<file path="config.mk">
export PLATFORM = sky130hd
export DESIGN_NAME = div_unit_flat
export DESIGN_NICKNAME = d
export VERILOG_FILES = /design/src/rtl/div_unit_pkg.sv /design/src/rtl/div_unit_if.sv /design/src/rtl/div_unit.sv /design/src/flat_wrapper.sv
export SDC_FILE = /design/constraint.sdc
export NUM_CORES = 1
export LEC_CHECK = 0
export BUFFER_PORTS_ARGS = -buffer_cell sky130_fd_sc_hd__buf_2
export CAP_MARGIN = 20
export CORE_MARGIN = 3
export CORE_UTILIZATION = 35
export DETAILED_ROUTE_END_ITERATION = 6
export MAX_ROUTING_LAYER = met4
export PLACE_DENSITY = 0.57
export SETUP_SLACK_MARGIN = 0.5
export SLEW_MARGIN = 40
export SYNTH_ARGS = -nofsm -noshare
export SYNTH_HDL_FRONTEND = slang
export SYNTH_SLANG_ARGS = --single-unit
</file>
<file path="constraint.sdc">
create_clock -name clk -period 7.45 [get_ports clk]
set_input_delay 1.8625 -clock clk [delete_from_list [all_inputs] [get_ports clk]]
set_output_delay 1.8625 -clock clk [all_outputs]
set_load 0.02 [all_outputs]
</file>
<file path="src/rtl/div_unit_pkg.sv">
// cpu_consts: shared CPU encodings, including the multiply/divide op type
// and the divider state enum.
`default_nettype none

package cpu_consts;

  typedef enum logic [2:0] {
    OP_MUL    = 3'd0,
    OP_MULH   = 3'd1,
    OP_MULHSU = 3'd2,
    OP_MULHU  = 3'd3,
    OP_DIV    = 3'd4,
    OP_DIVU   = 3'd5,
    OP_REM    = 3'd6,
    OP_REMU   = 3'd7
  } md_op_t;

  typedef struct packed {
    md_op_t md_op;
    logic   word_op;
  } control_t;

  typedef enum logic [1:0] {
    DIV_IDLE = 2'd0,
    DIV_CALC = 2'd1,
    DIV_DONE = 2'd2
  } div_state_t;

endpackage

`default_nettype wire

</file>
<file path="src/rtl/div_unit_if.sv">
// div_unit_if: request/response handshake bundle between the pipeline and div_unit.
`default_nettype none

interface div_unit_if #(
  parameter int XLEN = 64
);
  logic            req_valid;
  logic            req_ready;
  logic [2:0]      req_op;
  logic            req_word;
  logic [XLEN-1:0] req_rs1;
  logic [XLEN-1:0] req_rs2;
  logic            flush;
  logic            resp_valid;
  logic            resp_ready;
  logic [XLEN-1:0] resp_data;
  logic            busy;

  modport slave (
    input  req_valid, req_op, req_word, req_rs1, req_rs2, flush, resp_ready,
    output req_ready, resp_valid, resp_data, busy
  );

  modport master (
    output req_valid, req_op, req_word, req_rs1, req_rs2, flush, resp_ready,
    input  req_ready, resp_valid, resp_data, busy
  );
endinterface

`default_nettype wire

</file>
<file path="src/rtl/div_unit.sv">
// div_unit: iterative restoring divider (DIV/DIVU/REM/REMU and W variants),
// one quotient bit per cycle, with single-cycle fast paths for special cases.
`default_nettype none

module div_unit
  import cpu_consts::*;
#(
  parameter int XLEN = 64
) (
  input  logic       clk,
  input  logic       resetn,
  div_unit_if.slave  bus
);

  localparam int CW = $clog2(XLEN + 1);
  localparam logic [1:0] S_IDLE = DIV_IDLE;
  localparam logic [1:0] S_CALC = DIV_CALC;
  localparam logic [1:0] S_DONE = DIV_DONE;

  function automatic logic [XLEN-1:0] sext32(input logic [31:0] x);
    return {{(XLEN-32){x[31]}}, x};
  endfunction

  logic [1:0]      r_state;
  logic [CW-1:0]   r_cnt;
  logic [XLEN-1:0] r_quot;
  logic [XLEN-1:0] r_rem;
  logic [XLEN-1:0] r_div;
  logic            r_neg_q;
  logic            r_neg_r;
  logic            r_is_rem;
  logic            r_word;
  logic [XLEN-1:0] r_data;

  logic            w_signed, w_is_rem, w_valid_op;
  logic [XLEN-1:0] w_a, w_b, w_mag_a, w_mag_b, w_min;
  logic            w_neg_a, w_neg_b, w_div0, w_ovf, w_fast;
  logic [XLEN-1:0] w_fast_raw, w_fast_res;

  always_comb begin
    w_valid_op = (bus.req_op == OP_DIV) || (bus.req_op == OP_DIVU) ||
                 (bus.req_op == OP_REM) || (bus.req_op == OP_REMU);
    w_signed   = (bus.req_op == OP_DIV) || (bus.req_op == OP_REM);
    w_is_rem   = (bus.req_op == OP_REM) || (bus.req_op == OP_REMU);
    if (bus.req_word) begin
      w_a   = w_signed ? sext32(bus.req_rs1[31:0]) : {{(XLEN-32){1'b0}}, bus.req_rs1[31:0]};
      w_b   = w_signed ? sext32(bus.req_rs2[31:0]) : {{(XLEN-32){1'b0}}, bus.req_rs2[31:0]};
      w_min = sext32(32'h8000_0000);
    end else begin
      w_a   = bus.req_rs1;
      w_b   = bus.req_rs2;
      w_min = {1'b1, {(XLEN-1){1'b0}}};
    end
    w_neg_a = w_signed & w_a[XLEN-1];
    w_neg_b = w_signed & w_b[XLEN-1];
    w_mag_a = w_neg_a ? -w_a : w_a;
    w_mag_b = w_neg_b ? -w_b : w_b;
    w_div0  = (w_b == '0);
    w_ovf   = w_signed && (w_a == w_min) && (w_b == '1);
    w_fast  = !w_valid_op || w_div0 || w_ovf;

    w_fast_raw = '0;
    if (w_valid_op && w_div0)
      w_fast_raw = w_is_rem ? w_a : '1;
    else if (w_valid_op && w_ovf)
      w_fast_raw = w_is_rem ? '0 : w_a;
    w_fast_res = bus.req_word ? sext32(w_fast_raw[31:0]) : w_fast_raw;
  end

  // One restoring step: shift the next dividend bit into the partial remainder.
  logic [XLEN:0]   w_shift, w_sub;
  logic            w_ge;
  logic [XLEN-1:0] w_rem_nx, w_quot_nx, w_q_fix, w_r_fix, w_res, w_final;

  always_comb begin
    w_shift   = {r_rem, r_quot[XLEN-1]};
    w_sub     = w_shift - {1'b0, r_div};
    w_ge      = !w_sub[XLEN];
    w_rem_nx  = w_ge ? w_sub[XLEN-1:0] : w_shift[XLEN-1:0];
    w_quot_nx = {r_quot[XLEN-2:0], w_ge};
    w_q_fix   = r_neg_q ? -w_quot_nx : w_quot_nx;
    w_r_fix   = r_neg_r ? -w_rem_nx : w_rem_nx;
    w_res     = r_is_rem ? w_r_fix : w_q_fix;
    w_final   = r_word ? sext32(w_res[31:0]) : w_res;
  end

  always_ff @(posedge clk or negedge resetn) begin
    if (!resetn) begin
      r_state  <= S_IDLE;
      r_cnt    <= '0;
      r_quot   <= '0;
      r_rem    <= '0;
      r_div    <= '0;
      r_neg_q  <= 1'b0;
      r_neg_r  <= 1'b0;
      r_is_rem <= 1'b0;
      r_word   <= 1'b0;
      r_data   <= '0;
    end else if (bus.flush) begin
      r_state <= S_IDLE;
      r_cnt   <= '0;
    end else begin
      case (r_state)
        S_IDLE: begin
          if (bus.req_valid) begin
            r_is_rem <= w_is_rem;
            r_word   <= bus.req_word;
            r_neg_q  <= w_neg_a ^ w_neg_b;
            r_neg_r  <= w_neg_a;
            r_div    <= w_mag_b;
            r_rem    <= '0;
            if (w_fast) begin
              r_data  <= w_fast_res;
              r_state <= S_DONE;
            end else begin
              // W ops park the 32-bit dividend in the top half so the
              // first 32 steps consume exactly its bits.
              r_quot  <= bus.req_word ? (w_mag_a << 32) : w_mag_a;
              r_cnt   <= bus.req_word ? CW'(32) : CW'(XLEN);
              r_state <= S_CALC;
            end
          end
        end
        S_CALC: begin
          r_quot <= w_quot_nx;
          r_rem  <= w_rem_nx;
          r_cnt  <= r_cnt - CW'(1);
          if (r_cnt == CW'(1)) begin
            r_data  <= w_final;
            r_state <= S_DONE;
          end
        end
        S_DONE: begin
          if (bus.resp_ready)
            r_state <= S_IDLE;
        end
        default: r_state <= S_IDLE;
      endcase
    end
  end

  assign bus.req_ready  = (r_state == S_IDLE);
  assign bus.busy       = (r_state != S_IDLE);
  assign bus.resp_valid = (r_state == S_DONE);
  assign bus.resp_data  = r_data;

endmodule

`default_nettype wire

</file>
<file path="src/flat_wrapper.sv">
// flat-port wrapper written by rule: the top's interface ports become plain ports
module div_unit_flat import cpu_consts::*;
#(
  parameter int XLEN = 64
)
  (clk, resetn, bus_req_valid, bus_req_op, bus_req_word, bus_req_rs1, bus_req_rs2, bus_flush, bus_resp_ready, bus_req_ready, bus_resp_valid, bus_resp_data, bus_busy);
  div_unit_if #(.XLEN(XLEN)) bus_i ();
  input  logic clk;
  input  logic resetn;
  input wire logic [$bits(bus_i.req_valid)-1:0] bus_req_valid;
  input wire logic [$bits(bus_i.req_op)-1:0] bus_req_op;
  input wire logic [$bits(bus_i.req_word)-1:0] bus_req_word;
  input wire logic [$bits(bus_i.req_rs1)-1:0] bus_req_rs1;
  input wire logic [$bits(bus_i.req_rs2)-1:0] bus_req_rs2;
  input wire logic [$bits(bus_i.flush)-1:0] bus_flush;
  input wire logic [$bits(bus_i.resp_ready)-1:0] bus_resp_ready;
  output wire logic [$bits(bus_i.req_ready)-1:0] bus_req_ready;
  output wire logic [$bits(bus_i.resp_valid)-1:0] bus_resp_valid;
  output wire logic [$bits(bus_i.resp_data)-1:0] bus_resp_data;
  output wire logic [$bits(bus_i.busy)-1:0] bus_busy;
  assign bus_i.req_valid = bus_req_valid;
  assign bus_i.req_op = bus_req_op;
  assign bus_i.req_word = bus_req_word;
  assign bus_i.req_rs1 = bus_req_rs1;
  assign bus_i.req_rs2 = bus_req_rs2;
  assign bus_i.flush = bus_flush;
  assign bus_i.resp_ready = bus_resp_ready;
  assign bus_req_ready = bus_i.req_ready;
  assign bus_resp_valid = bus_i.resp_valid;
  assign bus_resp_data = bus_i.resp_data;
  assign bus_busy = bus_i.busy;
  div_unit #(.XLEN(XLEN)) u_core (.clk(clk), .resetn(resetn), .bus(bus_i));
endmodule
</file>
== Word-level counts from Yosys, hierarchy flattened ==
Index checks and enable logic that the tools add are counted.

* Word-level logic and storage cells: 99
* Output and inout bits: 67
* Flip-flop bits (word level): 269

* Equal/unequal tests: 17
* Add/subtract/negate cells: 6
* Bitwise logic cells: 4
* Mux-type cells: 38
* Reductions and logical operators: 24

{| class="wikitable"
|+ Operators by type and width
! operator !! count
|-
| 2-to-1 mux 64 bit || 23
|-
| one-hot mux 64 bit (2 select lines) || 3
|-
| negator 64 bit || 4
|-
| subtractor 65 x 64 -> 65 bit || 1
|-
| == test 64 bit || 1
|-
| == test 64 bit, second input constant || 1
|-
| logical NOT 64 bit || 1
|-
| 2-to-1 mux 63 bit || 1
|-
| 2-to-1 mux 7 bit || 4
|-
| one-hot mux 7 bit (2 select lines) || 1
|-
| == test 3 bit, second input constant || 4
|-
| AND reduction 3 bit || 4
|-
| 2-to-1 mux 2 bit || 5
|-
| != test 3 bit, second input constant || 3
|-
| == test 7 x 1 -> 1 bit, second input constant || 1
|-
| logical OR 1 bit || 7
|-
| subtractor 7 x 1 -> 7 bit, second input constant || 1
|-
| one-hot mux 2 bit (3 select lines) || 1
|-
| AND reduction 5 bit || 1
|-
| logical AND 1 bit || 4
|-
| != test 2 x 1 -> 1 bit, second input constant || 2
|-
| != test 2 bit, second input constant || 2
|-
| AND reduction 4 bit || 1
|-
| nonzero test 2 bit || 2
|-
| 9 further kinds || 11
|}

== Depth between registers and ports, before layout ==
Gate-level depths: netlist of the first run.

* Depth in word-level cells: 14
* Gate-level depth with buffers: 32
* Gate-level depth less buffers: 28

== Worst setup path before layout of the first run ==
Ideal clock, no wire load.

* Path type: register to register
* From: register u_core.r_div[0]
* To: register u_core.r_data[62], in the netlist u_core.bus.resp_data[62]
* Path slack: 369 ps
* Clock period less this slack: 7081 ps
* Setup time: 87 ps
* Data required time: 7363 ps
* Cell stages (with the launch flop): 29
* Buffers on the path: 4
* Data arrival time: 6995 ps
* Cells stage by stage: dfrtp_1 > ha_1 > fa_1 > nand2b_1 > a21oi_2 > o21ai_1 > a2111oi_2 > nor2_1 > o31ai_2 > nor2_2 > inv_4 > clkbuf_1 > clkbuf_1 > buf_1 > buf_1 > o21ai_0 > inv_1 > ha_1 > nand2_1 > nor3_1 > and3_1 > o21ai_0 > or4_1 > o41a_1 > or4_4 > nor4_4 > mux2i_1 > a2111o_1 > o211ai_1

* Longest elaborated chain between the ends: 8
* Elaborated cells between the ends (all ways): 11
* Classes of those cells: add/sub (3); mux (7); reduce/logical (1)

{| class="wikitable"
|+ Ends and longest elaborated chain
! element !! line !! text
|-
| start, declared || div_unit.sv:28 || <nowiki>logic [XLEN-1:0] r_div;</nowiki>
|-
| start signal, assigned || div_unit.sv:110 || <nowiki>r_div <= w_mag_b;</nowiki>
|-
| subtractor 65 x 64 -> 65 bit (*) || div_unit.sv:77 || <nowiki>w_sub = w_shift - {1'b0, r_div};</nowiki>
|-
| 2-to-1 mux 64 bit / logical NOT 1 bit (equally long branches) || div_unit.sv:79, div_unit.sv:78 ||
|-
| negator 64 bit (on tied branches) || div_unit.sv:82, div_unit.sv:81 ||
|-
| 2-to-1 mux 64 bit (on tied branches) || div_unit.sv:82, div_unit.sv:81 ||
|-
| 2-to-1 mux 64 bit (*) || div_unit.sv:83 || <nowiki>w_res = r_is_rem ? w_r_fix : w_q_fix;</nowiki>
|-
| 2-to-1 mux 64 bit (*) || div_unit.sv:84 || <nowiki>w_final = r_word ? sext32(w_res[31:0]) : w_res;</nowiki>
|-
| 2-to-1 mux 64 bit (*) || div_unit.sv:128 || <nowiki>if (r_cnt == CW'(1)) begin</nowiki>
|-
| one-hot mux 64 bit (2 select lines) (*) || div_unit.sv:103 || <nowiki>case (r_state)</nowiki>
|-
| end signal, assigned || div_unit.sv:113 || <nowiki>r_data <= w_fast_res;</nowiki>
|-
| end signal, assigned || div_unit.sv:129 || <nowiki>r_data <= w_final;</nowiki>
|-
| end, declared || div_unit.sv:33 || <nowiki>logic [XLEN-1:0] r_data;</nowiki>
|}

Mark *: on every way between the ends. The rest lies on a longest branch, timed or not. The select of a mux whose other input is x is not followed.
A chain may end at the register's enable or synchronous reset.

== Worst setup path after layout of the first run ==
* From: register u_core.r_quot[63]
* To: register u_core.r_data[62], in the netlist u_core.bus.resp_data[62]

* Longest elaborated chain between the ends: 8
* Elaborated cells between the ends (all ways): 11
* Classes of those cells: add/sub (3); mux (7); reduce/logical (1)

{| class="wikitable"
|+ Ends and longest elaborated chain
! element !! line !! text
|-
| start, declared || div_unit.sv:26 || <nowiki>logic [XLEN-1:0] r_quot;</nowiki>
|-
| start signal, assigned || div_unit.sv:118 || <nowiki>r_quot <= bus.req_word ? (w_mag_a << 32) : w_mag_a;</nowiki>
|-
| start signal, assigned || div_unit.sv:125 || <nowiki>r_quot <= w_quot_nx;</nowiki>
|-
| subtractor 65 x 64 -> 65 bit || div_unit.sv:77 ||
|-
| 2-to-1 mux 64 bit / logical NOT 1 bit (equally long branches) || div_unit.sv:79, div_unit.sv:78 ||
|-
| negator 64 bit (on tied branches) || div_unit.sv:82, div_unit.sv:81 ||
|-
| 2-to-1 mux 64 bit (on tied branches) || div_unit.sv:82, div_unit.sv:81 ||
|-
| 2-to-1 mux 64 bit (*) || div_unit.sv:83 ||
|-
| 2-to-1 mux 64 bit (*) || div_unit.sv:84 ||
|-
| 2-to-1 mux 64 bit (*) || div_unit.sv:128 ||
|-
| one-hot mux 64 bit (2 select lines) (*) || div_unit.sv:103 ||
|}

Marks and branches as above.

==> results.md, run 1 <==
* Result of the run: completed
* Net count of the mapped netlist at 3779
* Hold Crit Endpoint: u_core.r_div[7]
* Effective utilization at floorplan at 0.354
* Worst r2r src: u_core.r_quot[63]
* HPWL Detailed at 94500 um
* Number of clock sinks at between 200 and 300
* Length of the first detailed-routing pass in iterations at 6
* Number of warnings issued by yosys at 0
* Remaining DRCs at 0
* Flip-flop and latch count after synthesis at 269
* Crit-path slowest cell: sky130_fd_sc_hd__or4_1
* Cell type group with the largest total delay on the critical path: compound AO/OA/AOI/OAI gates
* Critical hold path startpoint: u_core.r_div[7]
* Number of antenna violations at the first check in global routing at 3
* Req. time, crit path at just under 8 ns
* Count of flip-flops with a built-in enable after synthesis at 0
* Worst R2R Path Depth at 26
* Commonest non-fill, non-tap cells in the layout: 408 x sky130_fd_sc_hd__nand2_1, 393 x sky130_fd_sc_hd__o21ai_0, 340 x sky130_fd_sc_hd__nor2_1
* H-tree levels at 2
* Placer congestion estimate at 1.03
* Seq. cell area at about 6700 sq um
* IO Count at slightly above 200
* Via count of the first global-routing pass at 27000
* Layout fillers at 7759
* CTS Root Cell: sky130_fd_sc_hd__clkbuf_16
* CTS clock-pin slew for the worst setup and hold paths at 0.06 ns
* Per-cell routed wire length at 26.1 um
* Count of buffers from port buffering at roughly 200
* Max Clk Rate at 0.151 GHz
* Number of max-slew violations in the final report at 0
* Non-filler instance count after layout at ~4600
* Number of buffers inserted by post-CTS setup repair at 0
* Global-route wire length before repair at 179000 um
* Sum of negative setup slack at 0 ns
* Post-synthesis to final-layout area growth at 12.6%
* Worst EP arrival at 7.13 ns
* Die footprint at 77400 sq um
* Min-Delay Path Depth at 2
* Largest net degree at the start of global routing at 86
* Wire length after detailed routing at 121000 um
* Final setup viols at 0
* Final standard cell utilization of the core at 0.399
* Worst vdd ir at 0.152 mV
* Clock tree from TritonCTS: done
* Number of DRC markers in iteration 0 at approximately 3700
* Worst clock skew at roughly 0.044 ns
* Remaining Overflow, GRT at 0
* Worst setup path startpoint: u_core.r_quot[63]
* Cts bufs inserted at 37
* Multi-input combinational cell area at 18100 sq um
* Power per cell area at 255 nW/um^2
* Critical path buffers and inverters at 3
* Flop-to-flop setup slack at 0.81 ns
* Most frequent standard cell in the layout excluding fill and tap cells: sky130_fd_sc_hd__nand2_1
* Final hold vios at 0
* Placement Rows at 99
* CP peak stage delay at ~0.55 ns
* Net count of the finished layout at approximately 3800
* Clk Latency, worst-skew pair at ~0.58 ns
* Final Instance Area at 29200 sq um
* Critical R2R Capture: u_core.bus.resp_data[62]
* Startpoint type of the worst setup path: flop
* Largest fanout on the critical path at 14
* Commonest register cell after synthesis: sky130_fd_sc_hd__dfrtp_1
* Critical Path End Type: flop
* Worst slew margin at 0.396
* Post-placement cell area at 27900 sq um
* Async set-or-reset flop fraction in the synthesized netlist at 1.00
* CTS max path bufs at 3
* Unique cell type count in the Yosys netlist at 94
* Height of the die at 278 um
* Seq/Total Area, Yosys at 0.260
* DP Cell Count at approximately 4600
* Floorplan Core Area at approximately 73000 sq um
* Detailed-route via count at 29200
* Start-to-end type of the worst setup path: flop to flop
* Die width at about 280 um
* Residual antenna-violating net count after detailed routing at 0
* Post-synthesis instance area at 25900 sq um
* Min-Delay Path Class: flop to flop
* Min Clock Period, post-route at ~6.6 ns
* RSZ-0062 raised after global routing: false
* Max-cap viol count at 0
* Reported leakage power at 11.6 nW
* Synthesized instance count at 3570
* Synthesized area per cell at 7.26 sq um
* Via density at 6.32
* Share of the clock period used by the worst path at 0.891
* Tot GR Track Use at 0.310
* Worst Max-Slew Pin Slew at 0.905 ns
* Proportion of layout cells with a drive suffix above 1 at 0.113
* Worst path depth at 26
## stage by stage
step / total power [mW] / setup slack [ns] / hold slack (ns)
after floorplan: 4.22 / 0.547 / 0.449
after global placement: 5.44 / 0.440 / 0.462
after detailed placement: 5.46 / 0.724 / 0.471
after CTS: 7.34 / 0.675 / 0.483
after global routing: 7.80 / 0.485 / 0.505
final: 7.43 / 0.815 / 0.479
## cell usage after synthesis, drive strengths merged (9+ instances only)
cell    instances  area, sq um
nand3          55          275
clkbuf        207          777
nand4b          9         78.8
o22ai          16          100
mux2i          48          480
and2           23          146
o21ai         413         2070
a211oi         46          350
nor2          344         1290
a221oi          9         78.8
nand2         409         1540
a22oi          18          135
xor2          105          920
a21oi         337         1720
nand2b         18          113
dfrtp         269         6730
a211o          14          123
xnor2         150         1310
buf            27          138
mux2           21          236
o21bai         10         75.1
nor3          105          526
nor4           57          372
o21a           26          195
a21boi         11         82.6
and3           23          144
a21o           36          270
nand4          66          413
a31oi          79          494
or3            50          313
a22o           11         96.3
o41ai          24          218
nor2b          19          119
inv           112          423
ha             71          888
or2            20          125
and4           14          123
o31ai          77          583
o211ai         76          571
or4            38          289
## per-layer routing
layer,part of all wire,global-route usage,vias to the layer above
met1,0.43,0.427,14200
li1,-,-,13300
met5,0,-,-
met4,0.041,0.110,0
met2,0.44,0.470,1558
met3,0.088,0.0371,222
## state kept, by name, summed over array words and instances, names as in the netlist
| register | cells |
|---|---|
| u_core.r_is_rem | 1 |
| u_core.r_state | 2 |
| u_core.r_quot | 64 |
| u_core.bus.resp_data | 64 |
| u_core.r_div | 64 |
| u_core.r_rem | 64 |
| u_core.r_neg_q | 1 |
| u_core.r_neg_r | 1 |
| u_core.r_cnt | 7 |
| u_core.r_word | 1 |
## cells by family (layout without fill, tap and decap cells)
| family | after synthesis | count (layout) | synth area share |
|---|---|---|---|
| flip-flops | 269 | 269 | 0.260 |
| XOR/XNOR | 255 | 255 | 0.0861 |
| multiplexers | 69 | 69 | 0.0276 |
| adder cells (fa/ha/maj) | 72 | 72 | 0.0350 |
| other | 0 | 2 | 0 |
| AO/OA/AOI/OAI | 1280 | 1280 | 0.304 |
| AND/OR/NAND/NOR | 1279 | 1279 | 0.236 |
| buffers and inverters | 346 | 436 | 0.0516 |
## worst max path at each step
stage,to,slack [ns]
after floorplan,u_core.bus.resp_data[62],0.55
after global placement,u_core.bus.resp_data[63],0.44
after detailed placement,u_core.bus.resp_data[62],0.72
after CTS,u_core.bus.resp_data[62],0.67
after global routing,u_core.bus.resp_data[58],0.48
final,u_core.bus.resp_data[62],0.81
## worst register-to-register path, stage by stage, from the launching register on
cell,delay [ns]
sky130_fd_sc_hd__dfrtp_1,0.38
sky130_fd_sc_hd__inv_1,0.07
sky130_fd_sc_hd__ha_1,0.20
sky130_fd_sc_hd__fa_1,0.40
sky130_fd_sc_hd__nand2b_1,0.21
sky130_fd_sc_hd__a21oi_2,0.21
sky130_fd_sc_hd__o21ai_2,0.18
sky130_fd_sc_hd__a2111oi_4,0.54
sky130_fd_sc_hd__o21bai_1,0.20
sky130_fd_sc_hd__a31o_2,0.27
sky130_fd_sc_hd__nor2_4,0.23
sky130_fd_sc_hd__inv_4,0.14
sky130_fd_sc_hd__nand2_1,0.10
sky130_fd_sc_hd__o21ai_0,0.11
sky130_fd_sc_hd__inv_1,0.09
sky130_fd_sc_hd__ha_1,0.19
sky130_fd_sc_hd__nand2_1,0.06
sky130_fd_sc_hd__nor3_1,0.20
sky130_fd_sc_hd__and3_1,0.24
sky130_fd_sc_hd__o21ai_1,0.17
sky130_fd_sc_hd__or4_1,0.55
sky130_fd_sc_hd__o41a_1,0.43
sky130_fd_sc_hd__or4_4,0.54
sky130_fd_sc_hd__nor4_4,0.28
sky130_fd_sc_hd__mux2i_1,0.12
sky130_fd_sc_hd__a2111o_1,0.39
sky130_fd_sc_hd__o211ai_1,0.09
## timing repair
action,CTS,global route
hold buffers,0,0
gates resized for setup,0,6
hold endpoints to repair,0,0
endpoints found under the setup margin,0,14
## report_power, final
| group | switching (mW) | internal [mW] |
|---|---|---|
| Sequential | 0.470 | 1.81 |
| Clock | 0.765 | 1.11 |
| Combinational | 2.20 | 1.08 |
| Total | 3.43 | 4.00 |
## area by class of cell
class,count,area share
timing repair buffer,262,0.0529
multi-input combinational,2955,0.618
tap,959,0.0411
antenna,2,0.000171
sequential,269,0.231
clock inverter,12,0.00578
inverter,112,0.0145
clock buffer,50,0.0365
Power figures use the tool's default switching activity.
==> inputs of run 2 (changes only) <==
--- a/config.mk
+++ b/config.mk
@@ -7,11 +7,14 @@
 export LEC_CHECK = 0
 export BUFFER_PORTS_ARGS = -buffer_cell sky130_fd_sc_hd__buf_2
 export CAP_MARGIN = 20
+export CELL_PAD_IN_SITES_DETAIL_PLACEMENT = 1
+export CELL_PAD_IN_SITES_GLOBAL_PLACEMENT = 1
 export CORE_MARGIN = 3
 export CORE_UTILIZATION = 35
+export CTS_BUF_LIST = sky130_fd_sc_hd__clkbuf_16
 export DETAILED_ROUTE_END_ITERATION = 6
 export MAX_ROUTING_LAYER = met4
-export PLACE_DENSITY = 0.57
+export PLACE_DENSITY = 0.72
 export SETUP_SLACK_MARGIN = 0.5
 export SLEW_MARGIN = 40
 export SYNTH_ARGS = -nofsm -noshare
==> run 2 against run 1 <==
Compared with the run above:
- sequential cell count did not move
- clock power fell by 4%
- combinational power rose by 2%
- wire length rose by 4.9%
- sequential power fell by 2%
- core utilization barely moved
- worst setup slack improved by 0.11 ns
- worst hold slack got worse by 0.0057 ns
- die area did not move
- sequential share of layout area barely moved
==> results.md, run 2 (synthesis results as in run 1) <==
* Result of the run: completed
* Via count of the first global-routing pass at 28700
* Floorplan Core Area at 73200 sq um
* Final setup viols at 0
* Share of the clock period used by the worst path at 0.876
* Largest fanout on the critical path at 9
* Number of antenna violations at the first check in global routing at 4
* Detailed-routing wirelength on met1 at about 56000 um
* Most frequent standard cell in the layout excluding fill and tap cells: sky130_fd_sc_hd__nand2_1
* DP Cell Count at 4562
* Placement Rows at around 100
* Die footprint at 77400 sq um
* Tot GR Track Use at 0.327
* Final worst setup slack at 0.923 ns
* Global-route wire length before repair at 188000 um
* Net count of the finished layout at between 3000 and 4000
* Length of the first detailed-routing pass in iterations at 5
* Commonest non-fill, non-tap cells in the layout: 408 x sky130_fd_sc_hd__nand2_1, 392 x sky130_fd_sc_hd__o21ai_0, 338 x sky130_fd_sc_hd__nor2_1
* Power per cell area at 253 nW/um^2
* Critical Path End Type: flop
* CTS max path bufs at 3
* Per-cell routed wire length at 27.3 um
* Clock tree from TritonCTS: done
* Number of max-slew violations in the final report at 0
* Number of clock sinks at 269
* Start-to-end type of the worst setup path: flop to flop
* Routed length on met3 at 9470 um
* Non-filler instance count after layout at 4636
* Max Clk Rate at 0.153 GHz
* Sum of negative setup slack at 0 ns
* Number of buffers inserted by post-CTS setup repair at 0
* Final Instance Area at ~30000 sq um
* Layout fillers at 9202
* Post-synthesis to final-layout area growth at 12.5%
* Max-cap viol count at 0
* Startpoint type of the worst setup path: flop
* CTS clock-pin slew for the worst setup and hold paths at 0.06 ns
* Proportion of layout cells with a drive suffix above 1 at 0.113
* Effective utilization at floorplan at 0.354
* IO Count at ~200
* Remaining Overflow, GRT at 0
* Final hold vios at 0
* Residual antenna-violating net count after detailed routing at 0
* RSZ-0062 raised after global routing: false
* Height of the die at 278 um
* Routed wire length on met2 at 55500 um
* CTS Root Cell: sky130_fd_sc_hd__clkbuf_16
* Req. time, crit path at 7.97 ns
* Top Layer Used: met4
* Reported leakage power at 11.6 nW
* Remaining DRCs at 0
* Count of buffers from port buffering at 203
* Worst Max-Slew Pin Slew at between 0.8 and 0.9 ns
* HPWL Detailed at 100000 um
* Wire length after detailed routing at 127000 um
* Placer congestion estimate at between 0.9 and 1
* Min-Delay Path Class: flop to flop
* Worst clock skew at 0.0355 ns
* Detailed-route via count at 29500
* Worst slew margin at 0.405
* Min Clock Period, post-route at 6.53 ns
* Number of DRC markers in iteration 0 at slightly above 3000
* Final standard cell utilization of the core at 0.398
* Worst EP arrival at 7.05 ns
* H-tree levels at 2
* Clk Latency, worst-skew pair at 0.60 ns
* Die width at about 280 um
* Post-placement worst setup slack at 0.635 ns
* Via density at 6.37
* Worst vdd ir at 0.192 mV
* Cts bufs inserted at 38
* Post-placement cell area at 27900 sq um
* Largest net degree at the start of global routing at approximately 120
## run 2: worst paths after layout
| check | start | end | slack [ns] | depth (start not counted) |
|---|---|---|---|---|
| min reg2reg | u_core.bus.resp_data[15] | u_core.bus.resp_data[15] | 0.47 | 2 |
| max in group asynchronous | resetn | u_core.r_is_rem | 4.91 | 2 |
| min in group asynchronous | resetn | u_core.bus.resp_data[41] | 1.29 | 1 |
| min | u_core.bus.resp_data[15] | u_core.bus.resp_data[15] | 0.47 | 2 |
| max | u_core.r_quot[63] | u_core.bus.resp_data[62] | 0.92 | 27 |
| max reg2reg | u_core.r_quot[63] | u_core.bus.resp_data[62] | 0.92 | 27 |
## run 2: what timing repair did
| item | 4_1_cts | 5_1_grt |
|---|---|---|
| endpoints found under the setup margin | 0 | 14 |
| gates resized for setup | 0 | 8 |
| hold buffers | 0 | 0 |
## run 2: critical path, cell delays in order (launching register included)
cell and delay (ns):
sky130_fd_sc_hd__dfrtp_1 0.37, sky130_fd_sc_hd__inv_1 0.07, sky130_fd_sc_hd__ha_1 0.21, sky130_fd_sc_hd__fa_1 0.41, sky130_fd_sc_hd__nand2b_1 0.23, sky130_fd_sc_hd__a21oi_2 0.14
sky130_fd_sc_hd__buf_4 0.16, sky130_fd_sc_hd__o21ai_2 0.14, sky130_fd_sc_hd__a2111oi_4 0.60, sky130_fd_sc_hd__o21bai_2 0.14, sky130_fd_sc_hd__a31o_2 0.25, sky130_fd_sc_hd__nor2_4 0.15
sky130_fd_sc_hd__inv_4 0.09, sky130_fd_sc_hd__nand2_1 0.07, sky130_fd_sc_hd__o21ai_0 0.11, sky130_fd_sc_hd__inv_1 0.11, sky130_fd_sc_hd__ha_1 0.19, sky130_fd_sc_hd__nand2_1 0.07
sky130_fd_sc_hd__nor3_2 0.13, sky130_fd_sc_hd__and3_1 0.24, sky130_fd_sc_hd__o21ai_2 0.13, sky130_fd_sc_hd__or4_1 0.52, sky130_fd_sc_hd__o41a_1 0.54, sky130_fd_sc_hd__or4_4 0.54
sky130_fd_sc_hd__nor4_4 0.28, sky130_fd_sc_hd__mux2i_1 0.11, sky130_fd_sc_hd__a2111o_1 0.38, sky130_fd_sc_hd__o211ai_1 0.09
## run 2: per-stage QoR
stage	hold WS, ns	total power [mW]
3_3_place_gp	0.462	5.43
6_report	0.473	7.38
4_1_cts	0.477	7.30
2_1_floorplan	0.449	4.22
5_1_grt	0.503	7.78
3_5_place_dp	0.465	5.50
## run 2: power breakdown
| part | internal (mW) | total (mW) | switching [mW] |
|---|---|---|---|
| Clock | 1.00 | 1.79 | 0.784 |
| Combinational | 1.09 | 3.35 | 2.27 |
| Sequential | 1.82 | 2.24 | 0.430 |
| Total | 3.90 | 7.38 | 3.48 |
## run 2: final cells by class
cell class,count,area (sq um),area share
tap,959,1200,0.0411
clock buffer,38,951,0.0326
timing repair buffer,269,1570,0.0539
clock inverter,30,233,0.00798
inverter,112,423,0.0145
antenna,4,10.0,0.000343
sequential,269,6740,0.231
multi-input combinational,2955,18000,0.619
## run 2: metal layers
layer  vias up  track usage
met3       271       0.0550
met1     14700        0.438
met2      1260        0.490
met4         0        0.131
li1      13300            -
met5         -            -
